$ cat config.mk
export PLATFORM = sky130hd
export DESIGN_NAME = dcache_wr_buffer
export DESIGN_NICKNAME = d
export VERILOG_FILES = /design/src/rtl/dcache_wr_buffer_pkg.sv /design/src/rtl/dcache_wr_buffer_match.sv /design/src/rtl/dcache_wr_buffer.sv
export SDC_FILE = /design/constraint.sdc
export NUM_CORES = 2
export LEC_CHECK = 0
export CAP_MARGIN = 20
export CORE_MARGIN = 1
export CORE_UTILIZATION = 50
export DETAILED_ROUTE_END_ITERATION = 7
export GPL_ROUTABILITY_DRIVEN = 1
export GPL_TIMING_DRIVEN = 1
export PLACE_DENSITY = 0.85
export SYNTH_ARGS = -nofsm -noshare
export SYNTH_HDL_FRONTEND = slang
export SYNTH_SLANG_ARGS = --single-unit
export TNS_END_PERCENT = 50
$ cat constraint.sdc
create_clock -name aclk -period 5.65 [get_ports aclk]
set_input_delay 1.13 -clock aclk [delete_from_list [all_inputs] [get_ports aclk]]
set_output_delay 1.13 -clock aclk [all_outputs]
set_load 0.01 [all_outputs]
$ cat src/rtl/dcache_wr_buffer_pkg.sv
// -----------------------------------------------------------------------------
// dcache_wr_buffer_pkg
// Definitions shared by the data-cache write buffer and the cache/AXI bridge
// write port:
//   - write-type codes carried on in_wr_type / wr_type
//   - line-offset width (a cache line is 16 bytes)
//   - widths of the entry fields
//   - is_line() helper for classifying an entry type
// -----------------------------------------------------------------------------
package dcache_wr_buffer_pkg;

  localparam int WR_TYPE_W  = 3;
  localparam int WR_STRB_W  = 4;
  localparam int WR_DATA_W  = 128;
  localparam int LINE_OFF_W = 4;

  localparam logic [WR_TYPE_W-1:0] WR_BYTE = 3'b000;
  localparam logic [WR_TYPE_W-1:0] WR_HALF = 3'b001;
  localparam logic [WR_TYPE_W-1:0] WR_WORD = 3'b010;
  localparam logic [WR_TYPE_W-1:0] WR_LINE = 3'b100;

  localparam logic [WR_STRB_W-1:0] WR_STRB_ALL = 4'hF;

  // True when the type code denotes a full-line write
  function automatic logic is_line(input logic [WR_TYPE_W-1:0] wr_type);
    return (wr_type == WR_LINE);
  endfunction

endpackage

$ cat src/rtl/dcache_wr_buffer_match.sv
// -----------------------------------------------------------------------------
// dcache_wrbuf_match
// Comparator array for the write-buffer lookup port. Each valid entry whose
// line tag equals the lookup tag is a match.
//   ent_valid   : per-entry valid bits
//   ent_type    : per-entry write type
//   ent_tag     : per-entry line tag (address bits above the line offset)
//   tail_ptr    : next slot to be written; the entry just below it is youngest
//   lk_valid    : lookup enable
//   lk_tag      : lookup line tag
//   line_oh     : one-hot of the youngest matching line entry (0 if none)
//   nonline_hit : at least one matching non-line entry
// -----------------------------------------------------------------------------
module dcache_wrbuf_match
  import dcache_wr_buffer_pkg::*;
#(
  parameter int DEPTH = 4,
  parameter int TAG_W = 28,
  parameter int PTR_W = $clog2(DEPTH)
) (
  input  logic [DEPTH-1:0]                ent_valid,
  input  logic [DEPTH-1:0][WR_TYPE_W-1:0] ent_type,
  input  logic [DEPTH-1:0][TAG_W-1:0]     ent_tag,
  input  logic [PTR_W-1:0]                tail_ptr,
  input  logic                            lk_valid,
  input  logic [TAG_W-1:0]                lk_tag,
  output logic [DEPTH-1:0]                line_oh,
  output logic                            nonline_hit
);

  // Scan from youngest (tail-1) to oldest; the first line match claims the one-hot
  always_comb begin
    logic [PTR_W-1:0] idx_s;
    logic             match_s;
    logic             found_s;
    line_oh     = '0;
    nonline_hit = 1'b0;
    found_s     = 1'b0;
    idx_s       = '0;
    match_s     = 1'b0;
    for (int k = 0; k < DEPTH; k++) begin
      idx_s          = tail_ptr - PTR_W'(k) - PTR_W'(1);
      match_s        = lk_valid && ent_valid[idx_s] && (ent_tag[idx_s] == lk_tag);
      line_oh[idx_s] = line_oh[idx_s] | (match_s && is_line(ent_type[idx_s]) && !found_s);
      found_s        = found_s | (match_s && is_line(ent_type[idx_s]));
      nonline_hit    = nonline_hit | (match_s && !is_line(ent_type[idx_s]));
    end
  end

endmodule

$ cat src/rtl/dcache_wr_buffer.sv
// -----------------------------------------------------------------------------
// dcache_wr_buffer
// In-order write buffer between the data cache and the bridge write port.
// Holds dirty-line evictions and uncached stores in a DEPTH-entry circular
// FIFO and drains them one at a time to the bridge.
//   aclk, areset      : clock, synchronous active-high reset
//   in_wr_*           : write request from the cache (push side)
//   lk_*              : address lookup (forwarding / stall detection)
//   wr_*              : head entry presented to the bridge (pop side)
//   empty, count      : occupancy status
// Build option DCACHE_WRBUF_FWD_EN: when defined, a line match returns the
// youngest matching line on lk_hit/lk_data; when undefined, a line match is
// reported on lk_stall and lk_hit/lk_data are held at zero.
// -----------------------------------------------------------------------------
module dcache_wr_buffer
  import dcache_wr_buffer_pkg::*;
#(
  parameter int DEPTH  = 4,
  parameter int ADDR_W = 32
) (
  input  logic                       aclk,
  input  logic                       areset,
  input  logic                       in_wr_req,
  input  logic [WR_TYPE_W-1:0]       in_wr_type,
  input  logic [ADDR_W-1:0]          in_wr_addr,
  input  logic [WR_STRB_W-1:0]       in_wr_wstrb,
  input  logic [WR_DATA_W-1:0]       in_wr_data,
  output logic                       in_wr_rdy,
  input  logic                       lk_valid,
  input  logic [ADDR_W-1:0]          lk_addr,
  output logic                       lk_hit,
  output logic                       lk_stall,
  output logic [WR_DATA_W-1:0]       lk_data,
  output logic                       wr_req,
  output logic [WR_TYPE_W-1:0]       wr_type,
  output logic [ADDR_W-1:0]          wr_addr,
  output logic [WR_STRB_W-1:0]       wr_wstrb,
  output logic [WR_DATA_W-1:0]       wr_data,
  input  logic                       wr_rdy,
  output logic                       empty,
  output logic [$clog2(DEPTH+1)-1:0] count
);

  localparam int PTR_W = $clog2(DEPTH);
  localparam int CNT_W = $clog2(DEPTH+1);
  localparam int TAG_W = ADDR_W - LINE_OFF_W;

  logic [DEPTH-1:0]                ent_valid_r;
  logic [DEPTH-1:0][WR_TYPE_W-1:0] ent_type_r;
  logic [DEPTH-1:0][ADDR_W-1:0]    ent_addr_r;
  logic [DEPTH-1:0][WR_STRB_W-1:0] ent_strb_r;
  logic [DEPTH-1:0][WR_DATA_W-1:0] ent_data_r;
  logic [PTR_W-1:0]                head_r;
  logic [PTR_W-1:0]                tail_r;
  logic [CNT_W-1:0]                count_r;

  logic                            full_s;
  logic                            empty_s;
  logic                            push_s;
  logic                            pop_s;
  logic [DEPTH-1:0][TAG_W-1:0]     ent_tag_s;
  logic [DEPTH-1:0]                line_oh_s;
  logic                            nonline_hit_s;
  logic [LINE_OFF_W-1:0]           lk_off_unused_s;

  assign full_s          = (count_r == CNT_W'(DEPTH));
  assign empty_s         = (count_r == CNT_W'(0));
  assign push_s          = in_wr_req && !full_s;
  assign pop_s           = wr_rdy && !empty_s;
  assign in_wr_rdy       = !full_s;
  assign empty           = empty_s;
  assign count           = count_r;
  // Lookup compares whole lines only; the byte offset is deliberately ignored
  assign lk_off_unused_s = lk_addr[LINE_OFF_W-1:0];

  // FIFO storage, pointers and occupancy; popped slots are zeroed
  always_ff @(posedge aclk) begin
    if (areset) begin
      ent_valid_r <= '0;
      ent_type_r  <= '0;
      ent_addr_r  <= '0;
      ent_strb_r  <= '0;
      ent_data_r  <= '0;
      head_r      <= '0;
      tail_r      <= '0;
      count_r     <= '0;
    end else begin
      // A push never targets the head slot while it is being popped: that
      // would require a full buffer, and a full buffer refuses pushes.
      if (push_s) begin
        ent_valid_r[tail_r] <= 1'b1;
        ent_type_r[tail_r]  <= in_wr_type;
        ent_addr_r[tail_r]  <= in_wr_addr;
        ent_strb_r[tail_r]  <= is_line(in_wr_type) ? WR_STRB_ALL : in_wr_wstrb;
        ent_data_r[tail_r]  <= in_wr_data;
        tail_r              <= tail_r + PTR_W'(1);
      end
      if (pop_s) begin
        ent_valid_r[head_r] <= 1'b0;
        ent_type_r[head_r]  <= '0;
        ent_addr_r[head_r]  <= '0;
        ent_strb_r[head_r]  <= '0;
        ent_data_r[head_r]  <= '0;
        head_r              <= head_r + PTR_W'(1);
      end
      case ({push_s, pop_s})
        2'b10:   count_r <= count_r + CNT_W'(1);
        2'b01:   count_r <= count_r - CNT_W'(1);
        default: count_r <= count_r;
      endcase
    end
  end

  // Head entry presented to the bridge, forced to zero when nothing is queued
  always_comb begin
    wr_req = !empty_s;
    if (!empty_s) begin
      wr_type  = ent_type_r[head_r];
      wr_addr  = ent_addr_r[head_r];
      wr_wstrb = ent_strb_r[head_r];
      wr_data  = ent_data_r[head_r];
    end else begin
      wr_type  = '0;
      wr_addr  = '0;
      wr_wstrb = '0;
      wr_data  = '0;
    end
  end

  // Extract line tags for the comparator array
  always_comb begin
    ent_tag_s = '0;
    for (int i = 0; i < DEPTH; i++) begin
      ent_tag_s[i] = ent_addr_r[i][ADDR_W-1:LINE_OFF_W];
    end
  end

  dcache_wrbuf_match #(
    .DEPTH (DEPTH),
    .TAG_W (TAG_W),
    .PTR_W (PTR_W)
  ) u_match (
    .ent_valid   (ent_valid_r),
    .ent_type    (ent_type_r),
    .ent_tag     (ent_tag_s),
    .tail_ptr    (tail_r),
    .lk_valid    (lk_valid),
    .lk_tag      (lk_addr[ADDR_W-1:LINE_OFF_W]),
    .line_oh     (line_oh_s),
    .nonline_hit (nonline_hit_s)
  );

`ifdef DCACHE_WRBUF_FWD_EN
  // Forward the youngest matching line through an AND-OR mux
  always_comb begin
    lk_hit   = |line_oh_s;
    lk_stall = nonline_hit_s;
    lk_data  = '0;
    for (int i = 0; i < DEPTH; i++) begin
      lk_data = lk_data | (ent_data_r[i] & {WR_DATA_W{line_oh_s[i]}});
    end
  end
`else
  // No forwarding path: any match stalls the cache until the entry drains
  always_comb begin
    lk_hit   = 1'b0;
    lk_stall = nonline_hit_s | (|line_oh_s);
    lk_data  = '0;
  end
`endif

endmodule

==> impl_metrics.csv <==
group,metric,value,unit
outcome,outcome,"complete, but fails checks",
outcome,failed_checks,"setup timing",
hold_path,timing.hold.worst_endpoint,"ent_addr_r[98]",
clock_tree,cts-root-to-sink-buffers,3,
power,power.static_leakage,0.0143,uW
hold_path,source_of_the_worst_hold_timing_path,"ent_addr_r[98]",
timing,finalMaxSlewViolations,0,
timing,fmax,174,MHz
critical_path,worst_r2r_startpoint,"count[0]",
drt,ant_nets,0,
timing,final_worst_path_period_need,5.73,ns
critical_path,worst-path-max-fanout,7,
clock_tree,cts_max_level,3,
global_route,gr-usage-all-layers,32.1,%
finish,finalNonFillerCells,5311,
timing,final_clock_skew,0.0307,ns
drt,drcViolationCount,0,
drt,dr.first_iter.drc_count,3601,
drt,drt_first_pass_iters,6,
synthesis,ys_warn_count,0,
critical_path,rr_worst_depth,6,
synthesis,asr_flop_ratio_synth,0,%
placement,hpwl,70.2,mm
critical_path,setup.worst_path.end_class,"primary output",
timing,slew_headroom,16.7,%
clock_tree,clock-root-buffer,"sky130_fd_sc_hd__clkbuf_16",
hold_path,whs_path_depth,2,
floorplanning,starting_density,50.5,%
power,max-vdd-ir-drop,0.316,mV
placement,place_inst,5160,
critical_path,worst_setup_path_start_kind,"register",
power,power_density,381,nW/um^2
clock_tree,numClockSinks,679,
synthesis,synth-seq-cells,679,
global_route,grt_pass1_vias,31200,
hold_path,worst_hold_path_type,"register to register",
timing,rsz0062_at_grt,"true",
drt,finalWirelength,115,mm
clock_tree,tritoncts_clock_tree,"built",
floorplanning,design.die.area,70200,um^2
synthesis,synth_flop_cell,"sky130_fd_sc_hd__dfxtp_1",
global_route,wire_length_of_the_first_global_routing_pass,177,mm
synthesis,avgSynthCellArea,8.49,um^2
synthesis,synth_cell_type_count,81,
drt,vias,31900,
floorplanning,ios,507,
clock_tree,num_cts_buffers,74,
timing,hold_viol_final,0,
global_route,antenna_found_initial,20,
timing,worst_slew_pin_slew,1.25,ns
finish,drive_above_1_share,13.6,%
floorplanning,die_height,265,um
timing,setup-violations-final,1,
synthesis,synthesized_cell_area,34600,um^2
synthesis,synth-edff-count,0,
global_route,grt.overflow.total,0,
timing,worst_slack,-0.0838,ns
floorplanning,core_area,68500,um^2
critical_path,endpoint_required_time_on_the_critical_path,4.52,ns
synthesis,synthesis.instances,4071,
placement,port-buffer-count,373,
critical_path,cp-startpoint,"tail_r[1]",
floorplanning,die_boundary_width,265,um
global_route,grt_start_max_net_pins,111,
drt,post_drt_via_cell_ratio,6.00,
placement,gp_congestion,1.05,
clock_tree,clock_insertion_delay_worst_skew,0.65,ns
synthesis,synth_sequential_area_ratio,39.3,%
finish,finalNetCount,4579,
drt,wl_per_cell,21.7,um
power,post-layout-total-power,16000,uW
critical_path,cp.arrival,4.60,ns
clock_tree,clock_pin_slew_worst_setup_and_hold_paths,0.06,ns
job,max_cap_viol_count,0,
critical_path,timing.setup.critical_path_class,"register to primary output",
timing,final.hold.worst_slack,0.450,ns
timing,timing.final.crit_share,101,%
finish,synthToLayoutAreaGrowth,21.8,%
critical_path,regToRegEndpoint,"ent_data_r[25]",
critical_path,rrSetupSlack,2.10,ns
floorplanning,num_rows,96,
## power breakdown
group          total (uW)  leakage, uW  switching, uW  internal [uW]
clock                4920      0.00120           2080           2830
sequential           5620      0.00551            393           5230
combinational        5500      0.00764           3150           2350
total               16000       0.0143           5630          10400
## stage by stage
step	setup TNS (ns)	cell area, um^2	util [%]	setup WS [ns]
after floorplan	0	35000	-	0.258
after global placement	-0.422	39200	57.3	-0.422
after detailed placement	-0.507	39200	57.3	-0.507
after CTS	0	42000	61.3	0.00994
after global routing	-0.131	42100	61.4	-0.131
final	-0.0838	42100	61.5	-0.0838
## state kept, by name, indices dropped and copies added, names as in the netlist
name and flops:
head_r 2, ent_valid_r 4, ent_data_r 512, count 3, ent_addr_r 128, tail_r 2, ent_strb_r 16, ent_type_r 12
## worst max path at each step
stage,endpoint,depth (start not counted)
2_1_floorplan,lk_stall,18
3_3_place_gp,lk_stall,11
3_5_place_dp,lk_stall,12
4_1_cts,lk_stall,16
5_1_grt,lk_stall,14
6_report,lk_stall,18
## synthesized netlist by cell type, drive strengths merged, types with 22 or more instances
cell / instances / area, um^2
buf: 196 / 1300
dfxtp: 679 / 13600
xnor2: 80 / 701
nor2: 58 / 220
clkbuf: 270 / 1010
a21oi: 671 / 3360
xor2: 22 / 193
mux4: 232 / 5230
inv: 25 / 93.8
nand2: 1330 / 4990
a211oi: 22 / 165
and2: 174 / 1090
mux2i: 67 / 671
## routing by layer
layer | track usage (%) | share of wire (%) | vias to the layer above
li1 | - | - | 14200
met1 | 39.9 | 36 | 15200
met2 | 51.6 | 48 | 2080
met3 | 6.55 | 11 | 392
met4 | 18.5 | 5.0 | 8
met5 | 0 | 0.049 | -
## final cells by class
type	count	area (um^2)
flip-flops and latches	679	13600
well taps	882	1100
clock inverters	17	300
multi-input cells	3029	19300
inverters	25	93.8
repair buffers	552	5440
clock buffers	109	2170
diodes	18	45.0
fillers	5491	26400
## cell usage in the layout (no fill, tap or decap), drive strengths merged, types with 7 or more instances in the layout
cell	netlist	layout
a211oi	22	22
a21oi	671	671
and2	174	174
and3	13	13
buf	196	179
clkbuf	270	109
clkdlybuf4s50	0	372
clkinv	0	10
conb	1	129
dfxtp	679	679
diode	0	18
ha	13	13
inv	25	28
mux2	20	20
mux2i	67	67
mux4	232	232
nand2	1330	1330
nand3	14	14
nand4	20	20
nor2	58	58
nor3	15	15
nor4	11	11
o2111ai	8	8
o211ai	8	8
o21ai	15	15
o22ai	7	7
xnor2	80	80
xor2	22	22
## cell families (layout without fill, tap and decap cells)
kind of cell    Yosys count  in the layout  share of synthesized area (%)
buf+inv                 491            703                           6.98
mux                     319            319                           17.7
flops                   679            679                           39.3
xor+xnor                102            102                           2.59
other cells               1            147                         0.0109
simple gates           1673           1673                           20.3
compound gates          792            792                           12.5
fa+ha+maj                14             14                          0.529
## what timing repair did
item	CTS	global route
hold buffers	0	0
resized for setup	48	7
setup buffers	6	1
gates cloned	1	0
setup endpoints to repair	1	1
pin swaps	15	7
## worst max-delay path, stage by stage, from the launching register on
cell and delay (ns):
sky130_fd_sc_hd__dfxtp_1 0.34, sky130_fd_sc_hd__inv_2 0.06, sky130_fd_sc_hd__buf_4 0.19, sky130_fd_sc_hd__ha_4 0.38, sky130_fd_sc_hd__buf_4 0.14, sky130_fd_sc_hd__mux4_2 0.32
sky130_fd_sc_hd__buf_4 0.17, sky130_fd_sc_hd__xnor2_1 0.28, sky130_fd_sc_hd__and4_1 0.24, sky130_fd_sc_hd__o2111a_1 0.19, sky130_fd_sc_hd__and3_1 0.20, sky130_fd_sc_hd__buf_4 0.12
sky130_fd_sc_hd__and3_1 0.20, sky130_fd_sc_hd__o31ai_1 0.10, sky130_fd_sc_hd__buf_4 0.15, sky130_fd_sc_hd__o2bb2ai_1 0.11, sky130_fd_sc_hd__a211oi_1 0.29, sky130_fd_sc_hd__o2111ai_2 0.27
sky130_fd_sc_hd__buf_2 0.21
No activity file was read; power rests on OpenSTA's default activity.
